## config.mk

```make
export PLATFORM = sky130hd
export DESIGN_NAME = pulse_sequencer
export DESIGN_NICKNAME = d
export VERILOG_FILES = /design/src/rtl/spectrogen_pkg.sv /design/src/rtl/step_prescaler.sv /design/src/rtl/pulse_sequencer.sv
export SDC_FILE = /design/constraint.sdc
export NUM_CORES = 1
export LEC_CHECK = 0
export ABC_AREA = 1
export ABC_CLOCK_PERIOD_IN_PS = 4200
export CAP_MARGIN = 0
export CORE_ASPECT_RATIO = 1.1
export CORE_MARGIN = 2
export CORE_UTILIZATION = 52
export DETAILED_ROUTE_END_ITERATION = 8
export GPL_ROUTABILITY_DRIVEN = 0
export PLACE_DENSITY_LB_ADDON = 0.1
export SYNTH_ARGS = -nofsm -noshare
export SYNTH_HDL_FRONTEND = slang
export SYNTH_HIERARCHICAL = 1
export SYNTH_SLANG_ARGS = --single-unit
```

## constraint.sdc

```tcl
create_clock -name sysclk -period 4.2 [get_ports sysclk]
set_input_delay 0.84 -clock sysclk [delete_from_list [all_inputs] [get_ports sysclk]]
set_output_delay 0.84 -clock sysclk [all_outputs]
set_load 0.02 [all_outputs]
```

## src/rtl/spectrogen_pkg.sv

```systemverilog
// Shared types and defaults for the pulse_sequencer / pulsegen timebase.
package spectrogen_pkg;

    localparam int unsigned DEF_PRESET_W = 16;
    localparam int unsigned DEF_DIV_W    = 16;

    // Smallest step divider; keeps step low between strobes and apart from trigger.
    localparam int unsigned MIN_STEP_DIV = 2;

    typedef enum logic [1:0] {
        IDLE,
        LOAD,
        TRIG,
        RUN
    } seq_state_t;

endpackage

```

## src/rtl/step_prescaler.sv

```systemverilog
// D-cycle divider with synchronous clear; emits a registered terminal-count strobe.
module step_prescaler #(
    parameter int unsigned DIV_W = 16
) (
    input  logic             sysclk,
    input  logic             reset,
    input  logic             clear,
    input  logic             run,
    input  logic [DIV_W-1:0] div,
    output logic             tick
);

    logic [DIV_W-1:0] cnt;

    // Count 0..div-1; the strobe is registered one count early so it lands on the terminal cycle.
    always_ff @(posedge sysclk) begin
        if (reset || clear) begin
            cnt  <= '0;
            tick <= 1'b0;
        end else if (run) begin
            cnt  <= (cnt == div - DIV_W'(1)) ? '0 : cnt + DIV_W'(1);
            tick <= (cnt == div - DIV_W'(2));
        end else begin
            tick <= 1'b0;
        end
    end

endmodule

```

## src/rtl/pulse_sequencer.sv

```systemverilog
// Timebase and preset sequencer: step divider, per-slot step counter and preset table walk.
module pulse_sequencer
    import spectrogen_pkg::*;
#(
    parameter int unsigned N_SLOTS  = 8,
    parameter int unsigned SLOT_W   = 3,
    parameter int unsigned PRESET_W = DEF_PRESET_W,
    parameter int unsigned DIV_W    = DEF_DIV_W
) (
    input  logic                sysclk,
    input  logic                reset,
    input  logic                enable,
    input  logic [DIV_W-1:0]    step_div,
    input  logic [DIV_W-1:0]    period,
    input  logic [SLOT_W:0]     num_slots,
    input  logic                wr_en,
    input  logic [SLOT_W-1:0]   wr_addr,
    input  logic [PRESET_W-1:0] wr_data,
    output logic                step,
    output logic                trigger,
    output logic [PRESET_W-1:0] preset,
    output logic [SLOT_W-1:0]   slot,
    output logic                sweep_done,
    output logic                running
);

    seq_state_t state, next_state;

    logic [PRESET_W-1:0] slot_table [N_SLOTS];

    logic [DIV_W-1:0]  div_eff, per_eff;
    logic [DIV_W-1:0]  div_q, per_q;
    logic [DIV_W-1:0]  step_cnt;
    logic [SLOT_W:0]   num_eff;
    logic [SLOT_W-1:0] slot_idx;
    logic              tick;
    logic              last_step;
    logic              last_slot;

    // Clamp the live configuration inputs and decode the end-of-slot / end-of-sweep conditions.
    always_comb begin
        div_eff = (step_div < DIV_W'(MIN_STEP_DIV)) ? DIV_W'(MIN_STEP_DIV) : step_div;
        per_eff = (period == '0) ? DIV_W'(1) : period;
        if (num_slots == '0)
            num_eff = (SLOT_W+1)'(1);
        else if (num_slots > (SLOT_W+1)'(N_SLOTS))
            num_eff = (SLOT_W+1)'(N_SLOTS);
        else
            num_eff = num_slots;
        last_step = (state == RUN) && tick && (step_cnt == per_q - DIV_W'(1));
        // ">=" rather than "==" so a shrunken num_slots still wraps at the next advance.
        last_slot = ({1'b0, slot_idx} + (SLOT_W+1)'(1)) >= num_eff;
    end

    // State register.
    always_ff @(posedge sysclk) begin
        if (reset)
            state <= IDLE;
        else
            state <= next_state;
    end

    // Next-state logic; dropping enable returns to IDLE from any state.
    always_comb begin
        next_state = state;
        if (!enable) begin
            next_state = IDLE;
        end else begin
            unique case (state)
                IDLE: next_state = LOAD;
                LOAD: next_state = TRIG;
                TRIG: next_state = RUN;
                RUN:  if (last_step) next_state = LOAD;
                default: next_state = IDLE;
            endcase
        end
    end

    // Output decode; trigger and running come straight off the state register.
    always_comb begin
        trigger    = (state == TRIG);
        running    = (state != IDLE);
        step       = tick;
        sweep_done = last_step && last_slot;
    end

    step_prescaler #(
        .DIV_W (DIV_W)
    ) u_prescaler (
        .sysclk (sysclk),
        .reset  (reset),
        .clear  (state != RUN),
        .run    ((state == RUN) && enable),
        .div    (div_q),
        .tick   (tick)
    );

    // Count steps within the current slot.
    always_ff @(posedge sysclk) begin
        if (reset || state != RUN)
            step_cnt <= '0;
        else if (tick)
            step_cnt <= step_cnt + DIV_W'(1);
    end

    // Slot walk and LOAD capture; slot_idx leads and the visible slot follows it together with preset.
    always_ff @(posedge sysclk) begin
        if (reset) begin
            slot_idx <= '0;
            slot     <= '0;
            preset   <= '0;
            div_q    <= '0;
            per_q    <= '0;
        end else if (!enable) begin
            slot_idx <= '0;
            slot     <= '0;
        end else begin
            if (state == LOAD) begin
                preset <= slot_table[slot_idx];
                slot   <= slot_idx;
                div_q  <= div_eff;
                per_q  <= per_eff;
            end
            if (last_step)
                slot_idx <= last_slot ? '0 : slot_idx + SLOT_W'(1);
        end
    end

    // Preset table; a write coincident with LOAD of the same entry is seen next time round.
    always_ff @(posedge sysclk) begin
        if (reset) begin
            for (int unsigned i = 0; i < N_SLOTS; i++)
                slot_table[i] <= '0;
        end else if (wr_en) begin
            slot_table[wr_addr] <= wr_data;
        end
    end

endmodule

```

Word-level counts from Yosys, hierarchy flattened

Memory sizes are Yosys's and may differ from the RTL's. A register that Yosys moved wholly into a read port is not among the register bits.
Index checks and enable logic that the tools add are counted.

Register bits: 73
Bits in latches: 0
RAM bits: 128
ROM bits: 0
Input port bits: 59
Output and inout port bits: 23
Word-level logic and storage cells: 58
Memories: 1

$add $sub $neg: 7
Multipliers: 0
Divide/modulo/power cells: 0
Order comparisons: 3
Eq/ne operators: 8
Shift operators: 0
Muxes and demuxes: 16
Bitwise operators: 2
Reduce and logical (&&, ||, !) cells: 13

Memories:

| name       | words | width | rd ports | clocked after memory_dff | write ports | RTL line              | RTL |
|---|---|---|---|---|---|---|---|
| slot_table | 8     | 16    | 1        | 1                        | 8           | pulse_sequencer.sv:29 | `logic [PRESET_W-1:0] slot_table [N_SLOTS];` |

Operators by type and width:

| kind                  | count |
|---|---|
| $mux 16               | 4 |
| $eq 16x16->1          | 3 |
| $add 16x1->16 const B | 2 |
| $sub 16x1->16 const B | 2 |
| $logic_not 16->1      | 1 |
| $lt 16x2->1 const B   | 1 |
| $reduce_or 16->1      | 1 |
| $sub 16x2->16 const B | 1 |
| $mux 4                | 2 |
| $pmux 2 s4            | 1 |
| $mux 1                | 6 |
| $mux 3                | 2 |
| $add 3x1->4 const B   | 1 |
| $eq 2x2->1 const B    | 2 |
| $ge 4x4->1            | 1 |
| $gt 4x4->1 const B    | 1 |
| $logic_and 1x1->1     | 4 |
| $logic_not 4->1       | 1 |
| $ne 2x2->1 const B    | 2 |
| $reduce_or 2->1       | 2 |
| $add 3x1->3 const B   | 1 |
| $eq 2x1->1 const B    | 1 |
| $logic_not 2->1       | 1 |
| $mux 2                | 1 |
| other kinds (4)       | 5 |

Longest topological paths before layout

Depth after elaboration: 5
Gate-level depth with buffers: 16

By module

Netlist, hierarchy kept.

Modules (own cells, without submodules):

| module          | times used | cells an instance | area each (µm²) | seq. area each (µm²) |
|---|---|---|---|---|
| pulse_sequencer | 1          | 1025              | 9171.3          | 5285.1 |
| step_prescaler  | 1          | 285               | 1689.1          | 340.3 |

Least setup slack after synthesis

No wires, ideal clock.

Path type: input port to output port
Start: input port num_slots[0]
End: output port sweep_done
Data arrival time: 2.189 ns
Required time: 3.360 ns
Setup slack: 1.171 ns
Stages on the path: 9
Buffers on the path: 0
Cells stage by stage: nor3_1 o21ai_0 ha_1 inv_1 nor2_1 o21ai_0 nand2_1 a31oi_1 nor3_1

Longest elaborated chain between the ends: 5
Elaborated cells between the ends (all ways): 6

Ends and longest elaborated chain:

| what                | RTL line              | RTL |
|---|---|---|
| start, declared     | pulse_sequencer.sv:15 | `input logic [SLOT_W:0] num_slots,` |
| $gt 4x4->1          | pulse_sequencer.sv:46 | `else if (num_slots > (SLOT_W+1)'(N_SLOTS))` |
| $mux 4              | pulse_sequencer.sv:46 |  |
| $mux 4 *            | pulse_sequencer.sv:44 | `if (num_slots == '0)` |
| $ge 4x4->1 *        | pulse_sequencer.sv:52 | `last_slot = ({1'b0, slot_idx} + (SLOT_W+1)'(1)) >= num_eff;` |
| $logic_and 1x1->1 * | pulse_sequencer.sv:84 | `sweep_done = last_step && last_slot;` |
| end, declared       | pulse_sequencer.sv:23 | `output logic sweep_done,` |

Mark *: on every way between the ends. The rest lies on a longest branch, timed or not.

Worst setup path after layout

Ends and elaborated chain as after synthesis.

==> impl_metrics.yaml <==
outcome:
  status: "finished clean"
synth:
  synth-main-ff-cell: "edfxtp_1"
  ys_ff_latch: 217
  async_flop_share: 0
  syn_nets: 1383
  synth-seq-area-share: 0.518
  syn_avg_cell_area_um2: 8.29
  ys_types: 38
  yosysWarnings: 6
  syn_area_um2: 10900
  synth_edf_count: 128
  synthesis.instances: 1310
hold_path:
  hold_path.class: "flop to flop"
critical_path:
  critPathMaxStageDelay_ns: 0.55
  path_max_fanout: 3
  start_kind: "primary input"
  worst_path_max_delay_cell: "clkdlybuf4s50_1"
  path_delay_family: "buffers and inverters"
  crit_chain: "clkdlybuf4s50_1 -> nor3_1 -> o21ai_0 -> ha_1 -> inv_1 -> nor2_1 -> o21ai_0 -> nand2_1 -> a31oi_1 -> nor3_1 -> clkdlybuf4s50_1"
  crit_buf_inv: 3
  crit_required_ns: 3.36
  critPathArrivalTime_ns: 3.11
  path_class: "primary input to primary output"
  end_kind: "primary output"
global_route:
  grt_max_degree: 67
  grt_use_total: 0.250
  grt_pass1_vias: 8708
  grt_first_pass_wirelength_mm: 44.0
  overflow: 0
  antenna_found_initial: 0
clock_network:
  numCtsBuffers: 24
  post_cts_buffers: 0
  clk_pin_slew_worst_paths_ns: 0.06
  clock_latency_ns: 0.51
  cts_buffer_depth: 3
  cts_num_sinks: 217
  hold_buffers: 0
  clockRootBuffer: "clkbuf_16"
  cts_tree: "done"
  cts-resized-gates: 0
  cts-htree-levels: 1
die:
  start_util: 0.530
  die_area_um2: 22100
  rows: 55
  io_pins: 82
  die_w_um: 142
  fp.dieH_um: 156
  core_area_um2: 20500
route:
  drt_iter0_drc: 617
  vias: 8927
  firstDrtPassIters: 5
  drc: 0
  antenna_left: 0
  avgRoutedWirePerCell_um: 16.5
  post_drt_via_cell_ratio: 5.39
  wl_mm: 27.3
pwr:
  irDropWorstVdd_v: 0.000354
  net-switching-power_mw: 1.19
  p_per_area_nw_per_um2: 390
  p_int_mw: 3.75
  p_comb_frac: 0.105
  p_leak_nw: 4.99
  clockPowerShare: 0.411
  seq_power_share: 0.484
  switching_share: 0.241
place:
  placed_cell_area_um2: 11900
  preCtsSetupSlack_ns: 0.260
  portBuffers: 81
  dp_cells: 1614
  place_hpwl_mm: 18.2
layout:
  syn2layout_area_growth_pct: 16.7
  nets: 1457
  fillCellCount: 1855
  post-route-cell-area_um2: 12700
  drive_gt1_frac: 0.0692
  post-route-util: 0.618
  antennaDiodeCount: 0
  instances_no_fill: 1657
sta:
  rsz0062_at_grt: "no"
  post-route-period-util: 0.941
  fin_skew_ns: 0.00623
  relSlewSlack: 0.375
  achievable-frequency_mhz: 253
  worst_pin_slew_ns: 0.936
  hold_viol_final: 0
  post-route-worst-setup-slack_ns: 0.246
  setup_viol: 0
  fin_crit_ns: 3.95
  final-max-slew-violation-count: 0
  setup_tns_ns: 0
job:
  maxCapViolCount: 0
final timing paths:
| path | startpoint | end | slack, ns | depth (start not counted) |
|---|---|---|---|---|
| setup / recovery | num_slots[0] | sweep_done | 0.25 | 11 |
| hold / removal | div_q[15]$_SDFFE_PP0P_ | div_q[15]$_SDFFE_PP0P_ | 0.48 | 2 |
| setup reg to reg | state[1]$_SDFFE_PP0P_ | preset[11]$_SDFFE_PP0P_ | 1.93 | 7 |
| hold reg to reg | div_q[15]$_SDFFE_PP0P_ | div_q[15]$_SDFFE_PP0P_ | 0.48 | 2 |
power by group through the flow:
| stage | clock network, mW | logic [mW] | registers [mW] |
|---|---|---|---|
| global route | 2.15 | 0.583 | 2.40 |
| detailed placement | 0 | 0.517 | 2.44 |
| finish | 2.03 | 0.519 | 2.39 |
| global placement | 0 | 0.512 | 2.43 |
| CTS | 2.07 | 0.520 | 2.39 |
| floorplan | 0 | 0.330 | 2.43 |
cell type report:
type                    instances  area [µm²]  share of cell area
flip-flops and latches        217        5630               0.444
multi-input cells             935        4620               0.365
repair buffers                 99         946              0.0746
clock buffers                  31         648              0.0511
clock inverters                12         110             0.00869
well taps                     256         320              0.0253
inverters                     107         402              0.0317
state kept, by name (all words and copies together) (netlist names):
register / count
slot_table: 128
div_q: 16
per_q: 16
preset: 16
step_cnt: 16
u_prescaler/cnt: 16
slot: 3
slot_idx: 3
state: 2
u_prescaler/tick: 1
cell usage in the layout, fill, tap and decap left out, types with 2 or more instances in the layout:
| master | netlist | final |
|---|---|---|
| nor3_2 | 2 | 2 |
| a211oi_1 | 6 | 6 |
| nand3b_1 | 6 | 6 |
| a21oi_1 | 67 | 67 |
| ha_1 | 14 | 14 |
| nand3_1 | 38 | 38 |
| o21bai_1 | 2 | 2 |
| clkbuf_1 | 43 | 6 |
| clkinv_2 | 0 | 2 |
| or2_2 | 2 | 2 |
| nand2_2 | 6 | 6 |
| nand4_1 | 8 | 8 |
| nor3_1 | 18 | 18 |
| o21ai_0 | 113 | 113 |
| o21ai_1 | 7 | 7 |
| nor2_4 | 10 | 10 |
| edfxtp_1 | 128 | 128 |
| o221ai_1 | 16 | 16 |
| nor4_1 | 10 | 10 |
| nand2_1 | 216 | 216 |
| inv_2 | 10 | 10 |
| buf_4 | 0 | 18 |
| nand3_2 | 5 | 5 |
| xnor2_1 | 12 | 12 |
| dfxtp_1 | 89 | 88 |
| clkbuf_16 | 0 | 25 |
| inv_1 | 92 | 90 |
| o22ai_1 | 21 | 21 |
| nor2_1 | 301 | 301 |
| xor2_1 | 39 | 39 |
| clkdlybuf4s50_1 | 0 | 81 |
| clkinv_1 | 5 | 12 |
| bufinv_16 | 0 | 2 |
| nor2_2 | 9 | 9 |
cells in the mapped netlist, types with 16 or more instances:
cell type / number / share of area
nand3_1: 38 / 0.018
nor2_1: 301 / 0.10
inv_1: 92 / 0.032
edfxtp_1: 128 / 0.35
o21ai_0: 113 / 0.052
nand2_1: 216 / 0.075
nor3_1: 18 / 0.0083
o221ai_1: 16 / 0.013
a21oi_1: 67 / 0.031
o22ai_1: 21 / 0.012
dfxtp_1: 89 / 0.16
xor2_1: 39 / 0.031
clkbuf_1: 43 / 0.015
per-layer routing:
layer  vias up  track usage  wire length (µm)
li1       4505            -                 -
met1      4120        0.325             11600
met2       259        0.443             13400
met3        43       0.0319              1700
met4         0       0.0629               557
met5         -            0                 0
worst reg2reg max path: stages (launching register included):
cell and delay (ns):
dfxtp_1 0.35, inv_1 0.09, ha_1 0.28, nand2_1 0.13
clkinv_1 0.54, buf_4 0.48, o21ai_0 0.23, a21oi_1 0.06
per-stage QoR:
| stage | hold WS [ns] | power [mW] |
|---|---|---|
| 6_report | 0.481 | 4.95 |
| 5_1_grt | 0.503 | 5.13 |
| 4_1_cts | 0.485 | 4.98 |
| 3_5_place_dp | 0.476 | 2.95 |
| 3_3_place_gp | 0.466 | 2.95 |
| 2_1_floorplan | 0.457 | 2.76 |
cell families after synthesis:
logic type,Yosys count,synth area share
compound gates,235,0.119
xor+xnor,51,0.0411
fa+ha+maj,14,0.0161
buf+inv,158,0.0567
flops,217,0.518
simple gates,635,0.249
Power figures use the tool's default switching activity.
